==> src/rtl/riscv_lsu.sv <==
// riscv_lsu: load/store unit between the core datapath and data memory.
// Issues one word-aligned, byte-strobed memory access over a req/ack
// handshake, returns lane-aligned sign/zero-extended load data, and stalls
// the core while the access is outstanding.
// Optional build macro: RISCV_LSU_MISALIGN_TRAP_EN -- when defined, misaligned
// half/word accesses complete immediately with an error and no memory request.
module riscv_lsu #(
   parameter int unsigned TIMEOUT_CYCLES = 255
) (
   input  logic        i_clk,
   input  logic        i_rstn,
   input  logic        i_lsu_req,
   input  logic        i_lsu_wr_en,
   input  logic [3:0]  i_lsu_byte_sel,
   input  logic [2:0]  i_lsu_funct3,
   input  logic [31:0] i_lsu_addr,
   input  logic [31:0] i_lsu_wr_data,
   output logic [31:0] o_lsu_rd_data,
   output logic        o_lsu_busy,
   output logic        o_lsu_done,
   output logic        o_lsu_err,
   output logic        o_dmem_req,
   output logic        o_dmem_wr_en,
   output logic [31:0] o_dmem_addr,
   output logic [3:0]  o_dmem_wstrb,
   output logic [31:0] o_dmem_wr_data,
   input  logic        i_dmem_ack,
   input  logic [31:0] i_dmem_rd_data
);

   typedef enum logic [1:0] {
      S_IDLE = 2'd0,
      S_REQ  = 2'd1,
      S_RESP = 2'd2
   } state_t;

   // 9-bit limit so that a count of 255 compares without wrapping
   localparam logic [8:0] TO_LIM = 9'(TIMEOUT_CYCLES);
   localparam logic       TO_EN  = (TIMEOUT_CYCLES != 0);

   state_t      r_state;
   state_t      w_next;

   logic        r_wr_en;
   logic [3:0]  r_sel;
   logic        r_zext;
   logic [1:0]  r_off;
   logic [31:0] r_addr;
   logic [3:0]  r_wstrb;
   logic [31:0] r_wdata;
   logic [31:0] r_rd_data;
   logic        r_err;
   logic [7:0]  r_cnt;

   logic [3:0]  w_sel;
   logic [1:0]  w_off;
   logic [7:0]  w_strb_shift;
   logic [31:0] w_wdata;
   logic        w_misalign;
   logic        w_trap;
   logic        w_start;
   logic        w_in_req;
   logic        w_timeout;
   logic        w_unused;

   // Lane-replicate store data so the strobed byte lanes carry the value
   function automatic logic [31:0] f_store_lanes(input logic [3:0] sel,
                                                  input logic [31:0] d);
      case (sel)
         4'b0001: f_store_lanes = {4{d[7:0]}};
         4'b0011: f_store_lanes = {2{d[15:0]}};
         default: f_store_lanes = d;
      endcase
   endfunction

   // Shift the addressed lane down and sign/zero-extend to 32 bits
   function automatic logic [31:0] f_load_extend(input logic [31:0] raw,
                                                  input logic [1:0]  off,
                                                  input logic [3:0]  sel,
                                                  input logic        zext);
      logic [31:0] w;
      w = raw >> {off, 3'b000};
      case (sel)
         4'b0001: f_load_extend = zext ? {24'd0, w[7:0]}   : {{24{w[7]}}, w[7:0]};
         4'b0011: f_load_extend = zext ? {16'd0, w[15:0]}  : {{16{w[15]}}, w[15:0]};
         default: f_load_extend = w;
      endcase
   endfunction

   // Any byte-select other than byte/half is handled as a full word
   assign w_sel = ((i_lsu_byte_sel == 4'b0001) || (i_lsu_byte_sel == 4'b0011))
                  ? i_lsu_byte_sel : 4'b1111;
   assign w_off        = i_lsu_addr[1:0];
   assign w_strb_shift = {4'b0000, w_sel} << w_off;
   assign w_wdata      = f_store_lanes(w_sel, i_lsu_wr_data);
   assign w_misalign   = ((w_sel == 4'b0011) && w_off[0]) ||
                         ((w_sel == 4'b1111) && (w_off != 2'b00));

`ifdef RISCV_LSU_MISALIGN_TRAP_EN
   assign w_trap = w_misalign;
`else
   assign w_trap = 1'b0;
`endif

   assign w_start   = (r_state == S_IDLE) && i_lsu_req;
   assign w_in_req  = (r_state == S_REQ);
   // Ack in the same cycle takes priority over the timeout
   assign w_timeout = TO_EN && w_in_req && !i_dmem_ack &&
                      (({1'b0, r_cnt} + 9'd1) == TO_LIM);

   assign w_unused  = &{1'b0, i_lsu_funct3[1:0], w_strb_shift[7:4], w_misalign};

   // Next-state logic
   always_comb begin
      w_next = r_state;
      case (r_state)
         S_IDLE: if (i_lsu_req) w_next = w_trap ? S_RESP : S_REQ;
         S_REQ:  if (i_dmem_ack || w_timeout) w_next = S_RESP;
         S_RESP: w_next = S_IDLE;
         default: w_next = S_IDLE;
      endcase
   end

   // State register and wait-cycle counter
   always_ff @(posedge i_clk or negedge i_rstn) begin
      if (!i_rstn) begin
         r_state <= S_IDLE;
         r_cnt   <= 8'd0;
      end else begin
         r_state <= w_next;
         if (w_start)
            r_cnt <= 8'd0;
         else if (w_in_req && !i_dmem_ack && !w_timeout)
            r_cnt <= r_cnt + 8'd1;
      end
   end

   // Capture the access on start; capture the result on ack or timeout
   always_ff @(posedge i_clk or negedge i_rstn) begin
      if (!i_rstn) begin
         r_wr_en   <= 1'b0;
         r_sel     <= 4'd0;
         r_zext    <= 1'b0;
         r_off     <= 2'd0;
         r_addr    <= 32'd0;
         r_wstrb   <= 4'd0;
         r_wdata   <= 32'd0;
         r_rd_data <= 32'd0;
         r_err     <= 1'b0;
      end else if (w_start) begin
         r_wr_en   <= i_lsu_wr_en;
         r_sel     <= w_sel;
         r_zext    <= i_lsu_funct3[2];
         r_off     <= w_off;
         r_addr    <= {i_lsu_addr[31:2], 2'b00};
         r_wstrb   <= i_lsu_wr_en ? w_strb_shift[3:0] : 4'b0000;
         r_wdata   <= i_lsu_wr_en ? w_wdata : 32'd0;
         r_rd_data <= 32'd0;
         r_err     <= w_trap;
      end else if (w_in_req) begin
         if (i_dmem_ack) begin
            r_rd_data <= r_wr_en ? 32'd0
                                 : f_load_extend(i_dmem_rd_data, r_off, r_sel, r_zext);
            r_err     <= 1'b0;
         end else if (w_timeout) begin
            r_rd_data <= 32'd0;
            r_err     <= 1'b1;
         end
      end
   end

   assign o_dmem_req     = w_in_req;
   assign o_dmem_wr_en   = w_in_req && r_wr_en;
   assign o_dmem_addr    = r_addr;
   assign o_dmem_wstrb   = r_wstrb;
   assign o_dmem_wr_data = r_wdata;

   assign o_lsu_done     = (r_state == S_RESP);
   assign o_lsu_err      = o_lsu_done && r_err;
   assign o_lsu_rd_data  = o_lsu_done ? r_rd_data : 32'd0;
   // Released in RESP so the core advances on the done cycle
   assign o_lsu_busy     = w_start || w_in_req;

endmodule

==> config.mk <==
export PLATFORM = sky130hd
export DESIGN_NAME = riscv_lsu
export DESIGN_NICKNAME = d
export VERILOG_FILES = /design/src/rtl/riscv_lsu.sv
export SDC_FILE = /design/constraint.sdc
export NUM_CORES = 1
export LEC_CHECK = 0
export BUFFER_PORTS_ARGS = -buffer_cell sky130_fd_sc_hd__buf_4
export CORE_MARGIN = 2
export CORE_UTILIZATION = 54
export CTS_CLUSTER_SIZE = 8
export DETAILED_ROUTE_END_ITERATION = 10
export PLACE_DENSITY = 0.95
export SLEW_MARGIN = 20
export SYNTH_ARGS = -nofsm -noshare
export SYNTH_HDL_FRONTEND = slang
export SYNTH_SLANG_ARGS = --single-unit
==> constraint.sdc <==
create_clock -name i_clk -period 4.1 [get_ports i_clk]
set_clock_uncertainty 0.2 [all_clocks]
set_input_delay 0.615 -clock i_clk [delete_from_list [all_inputs] [get_ports i_clk]]
set_output_delay 0.615 -clock i_clk [all_outputs]
set_load 0.005 [all_outputs]
==> metrics.csv <==
metric,value,unit
setup.worst_path.class,flop to flop,
tritoncts_buffers,17,
synth.yosys.seq_area_share,49.0,%
synth_edf_count,0,
worstHoldStart,i_lsu_addr[18],
initial_util,55.1,%
layout_common_cells,"sky130_fd_sc_hd__buf_4, sky130_fd_sc_hd__nand2_1, sky130_fd_sc_hd__dfrtp_1",
final_antenna_net_count,0,
placed_cells_incl_taps,950,
finalWeightedCongestion,0.810,
critical-path-top-delay-family,flip-flops,
cp-start-kind,flop,
final_common_cell,sky130_fd_sc_hd__buf_4,
final_hold_viol_count,0,
path_cells,mux4_2 -> or4_1 -> o21ai_0 -> mux2_4,
setup_total_neg_slack,0,ps
floorplan.rows,38,
cts_max_level,4,
drt_wl_total,16.6,mm
port_buffers,208,
syn-mean-instance-area,9.47,µm²
nNetsFinal,940,
critical_path_buf_inv_count,0,
critical_path_peak_fanout,28,
antenna_found_initial,0,
path_depth,4,
place.detailed.hpwl,12.0,mm
yosys.cell_types.count,51,
worstHoldEndpoint,o_dmem_addr[18],
yosysWarningCount,0,
pin_count_of_the_biggest_net_entering_global_routing,69,
critical_path_rt,4350,ps
clock_root_buffer,sky130_fd_sc_hd__clkbuf_8,
data_arrival_time_of_the_worst_path,3100,ps
crit_slowest_cell,sky130_fd_sc_hd__dfrtp_1,
finish.cell_count_without_fillers,983,
final_report_setup_violation_count,0,
core_region,10800,µm²
synth-main-ff-cell,sky130_fd_sc_hd__dfrtp_1,
vias,5333,
floorplan.die_area,11900,µm²
final_layout_size_suffix_gt1_share,32.1,%
area_growth_from_synthesis_to_final_layout,36.7,%
critical_path.endpoint_type,flop,
r2r-start,r_off[1],
postSynthCellCount,631,
async_flop_share,100,%
drt_drc_violations_left,0,
routed_via_density,5.43,
router_iterations_before_antenna_repair,5,
max_freq,0.351,GHz
die-height,109,µm
timing_worst_slew_pin_value,865,ps
slew_headroom,42.4,%
ant_diodes,0,
regToRegEndpoint,r_rd_data[23],
cp_slowest_stage_delay,900,ps
outcome,completed,
total_of_flip_flops_plus_latches_after_synthesis,117,
clkSinkCount,117,
power-per-cell-area,562,nW/µm²
rsz0062_at_grt,false,
wire_length_of_the_first_global_routing_pass,26.1,mm
maxSlewViolCount,0,
whs_path_depth,3,
boundaryPins,213,
hold_path.class,input port to flop,
clock_latency_of_the_later_clocked_register_in_the_worst_skew_pair,510,ps
cts-root-to-sink-buffers,2,
cap_violations,0,
vias_in_the_first_global_route,5356,
cts.clk_slew.worst_paths,60,ps
chipWidth,109,µm
drt_iter0_markers,383,
globalRouteOverflowTotal,0,
grt_util_all_layers,28.7,%
leakagePower,4.15,nW
r2r_setup_slack,1250,ps
cts_tree,built,
timing.final.crit_share,69.4,%
finalWorstPathRequiredPeriod,2850,ps
worst_setup_path_startpoint,r_off[1],
synthesis.area,5980,µm²
power.ir.vdd_worst,0.000344,V
r2r_cells,4,
wl_per_cell,16.9,µm
synth_stat cells (2+ instances only):
cell	instances	area [µm²]
sky130_fd_sc_hd__a211oi_1	17	128
sky130_fd_sc_hd__a21oi_1	14	70.1
sky130_fd_sc_hd__and2_1	35	219
sky130_fd_sc_hd__and3_1	2	12.5
sky130_fd_sc_hd__buf_1	5	18.8
sky130_fd_sc_hd__buf_2	2	10.0
sky130_fd_sc_hd__buf_4	3	22.5
sky130_fd_sc_hd__buf_6	3	33.8
sky130_fd_sc_hd__clkbuf_1	25	93.8
sky130_fd_sc_hd__dfrtp_1	117	2930
sky130_fd_sc_hd__ha_1	2	25.0
sky130_fd_sc_hd__inv_1	22	82.6
sky130_fd_sc_hd__mux2_1	4	45.0
sky130_fd_sc_hd__mux2_4	13	195
sky130_fd_sc_hd__mux2i_1	58	581
sky130_fd_sc_hd__nand2_1	171	642
sky130_fd_sc_hd__nand2b_1	4	25.0
sky130_fd_sc_hd__nand3_1	4	20.0
sky130_fd_sc_hd__nor2_1	9	33.8
sky130_fd_sc_hd__nor2b_1	15	93.8
sky130_fd_sc_hd__o211ai_1	2	15.0
sky130_fd_sc_hd__o21ai_0	73	365
sky130_fd_sc_hd__or3b_2	2	17.5
sky130_fd_sc_hd__or4_1	2	15.0
worst max path at each step:
stage,to,slack [ps]
4_1_cts,r_rd_data[23],1270
2_1_floorplan,r_rd_data[16],1680
5_1_grt,r_rd_data[21],1120
3_3_place_gp,r_rd_data[30],1280
6_report,r_rd_data[23],1250
3_5_place_dp,r_rd_data[23],1260
layer usage:
layer	global-route usage, %	vias to the layer above	share of wire [%]
li1	-	2522	-
met1	34.5	2515	37
met2	48.0	256	51
met3	8.73	40	8.8
met4	11.8	0	2.5
met5	0	-	0
registers in the layout, indices dropped and copies added, names as in the netlist:
| name | cells |
|---|---|
| r_zext | 1 |
| o_dmem_addr | 30 |
| r_wr_en | 1 |
| r_state | 2 |
| o_dmem_wstrb | 4 |
| o_dmem_wr_data | 32 |
| r_cnt | 8 |
| r_off | 2 |
| r_err | 1 |
| r_rd_data | 32 |
| r_sel | 4 |
cell type report:
class,instances,area (µm²)
sequential,117,2930
multi-input combinational,455,2810
fill,744,2670
timing repair buffer,217,1640
clock buffer,21,449
tap,140,175
inverter,22,82.6
clock inverter,11,80.1
cells by family (layout without fill, tap and decap cells):
logic type,after synthesis,after routing,share of synthesized area (%)
AOI/OAI and AO/OA,117,117,11.6
xor gates and xnor gates,2,2,0.293
adders and majority gates,2,2,0.419
buffers and inverters,60,271,4.38
DFF,117,117,49.0
muxes,78,78,14.7
other,1,2,0.0628
and+or+nand+nor,254,254,19.6
through the flow:
stage               cell area [µm²]  worst slack, ps  total power, mW  hold WS [ps]  utilization (%)
detailed placement             7630             1260             3.29           249             70.4
floorplan                      5980             1680             2.55           119                -
global route                   8170             1120             4.86          71.1             75.3
global placement               7630             1280             3.21           243             70.4
finish                         8170             1250             4.59          94.8             75.3
CTS                            8170             1270             4.61          72.9             75.3
worst reg2reg max path: stages (launching register included):
cell and delay, ps:
sky130_fd_sc_hd__dfrtp_1 900, sky130_fd_sc_hd__mux4_2 630, sky130_fd_sc_hd__or4_1 710, sky130_fd_sc_hd__o21ai_0 170, sky130_fd_sc_hd__mux2_4 180
timing repair:
action | CTS | global route
hold buffers | 1 | 0
hold endpoints to repair | 54 | 0
gates resized for setup | 0 | 0
setup buffers | 0 | 0
power by group:
group | total, mW | switching, mW | internal [mW]
Combinational | 1.51 | 0.747 | 0.760
Clock | 1.30 | 0.526 | 0.773
Sequential | 1.78 | 0.257 | 1.52
No activity file was read; power rests on OpenSTA's default activity.
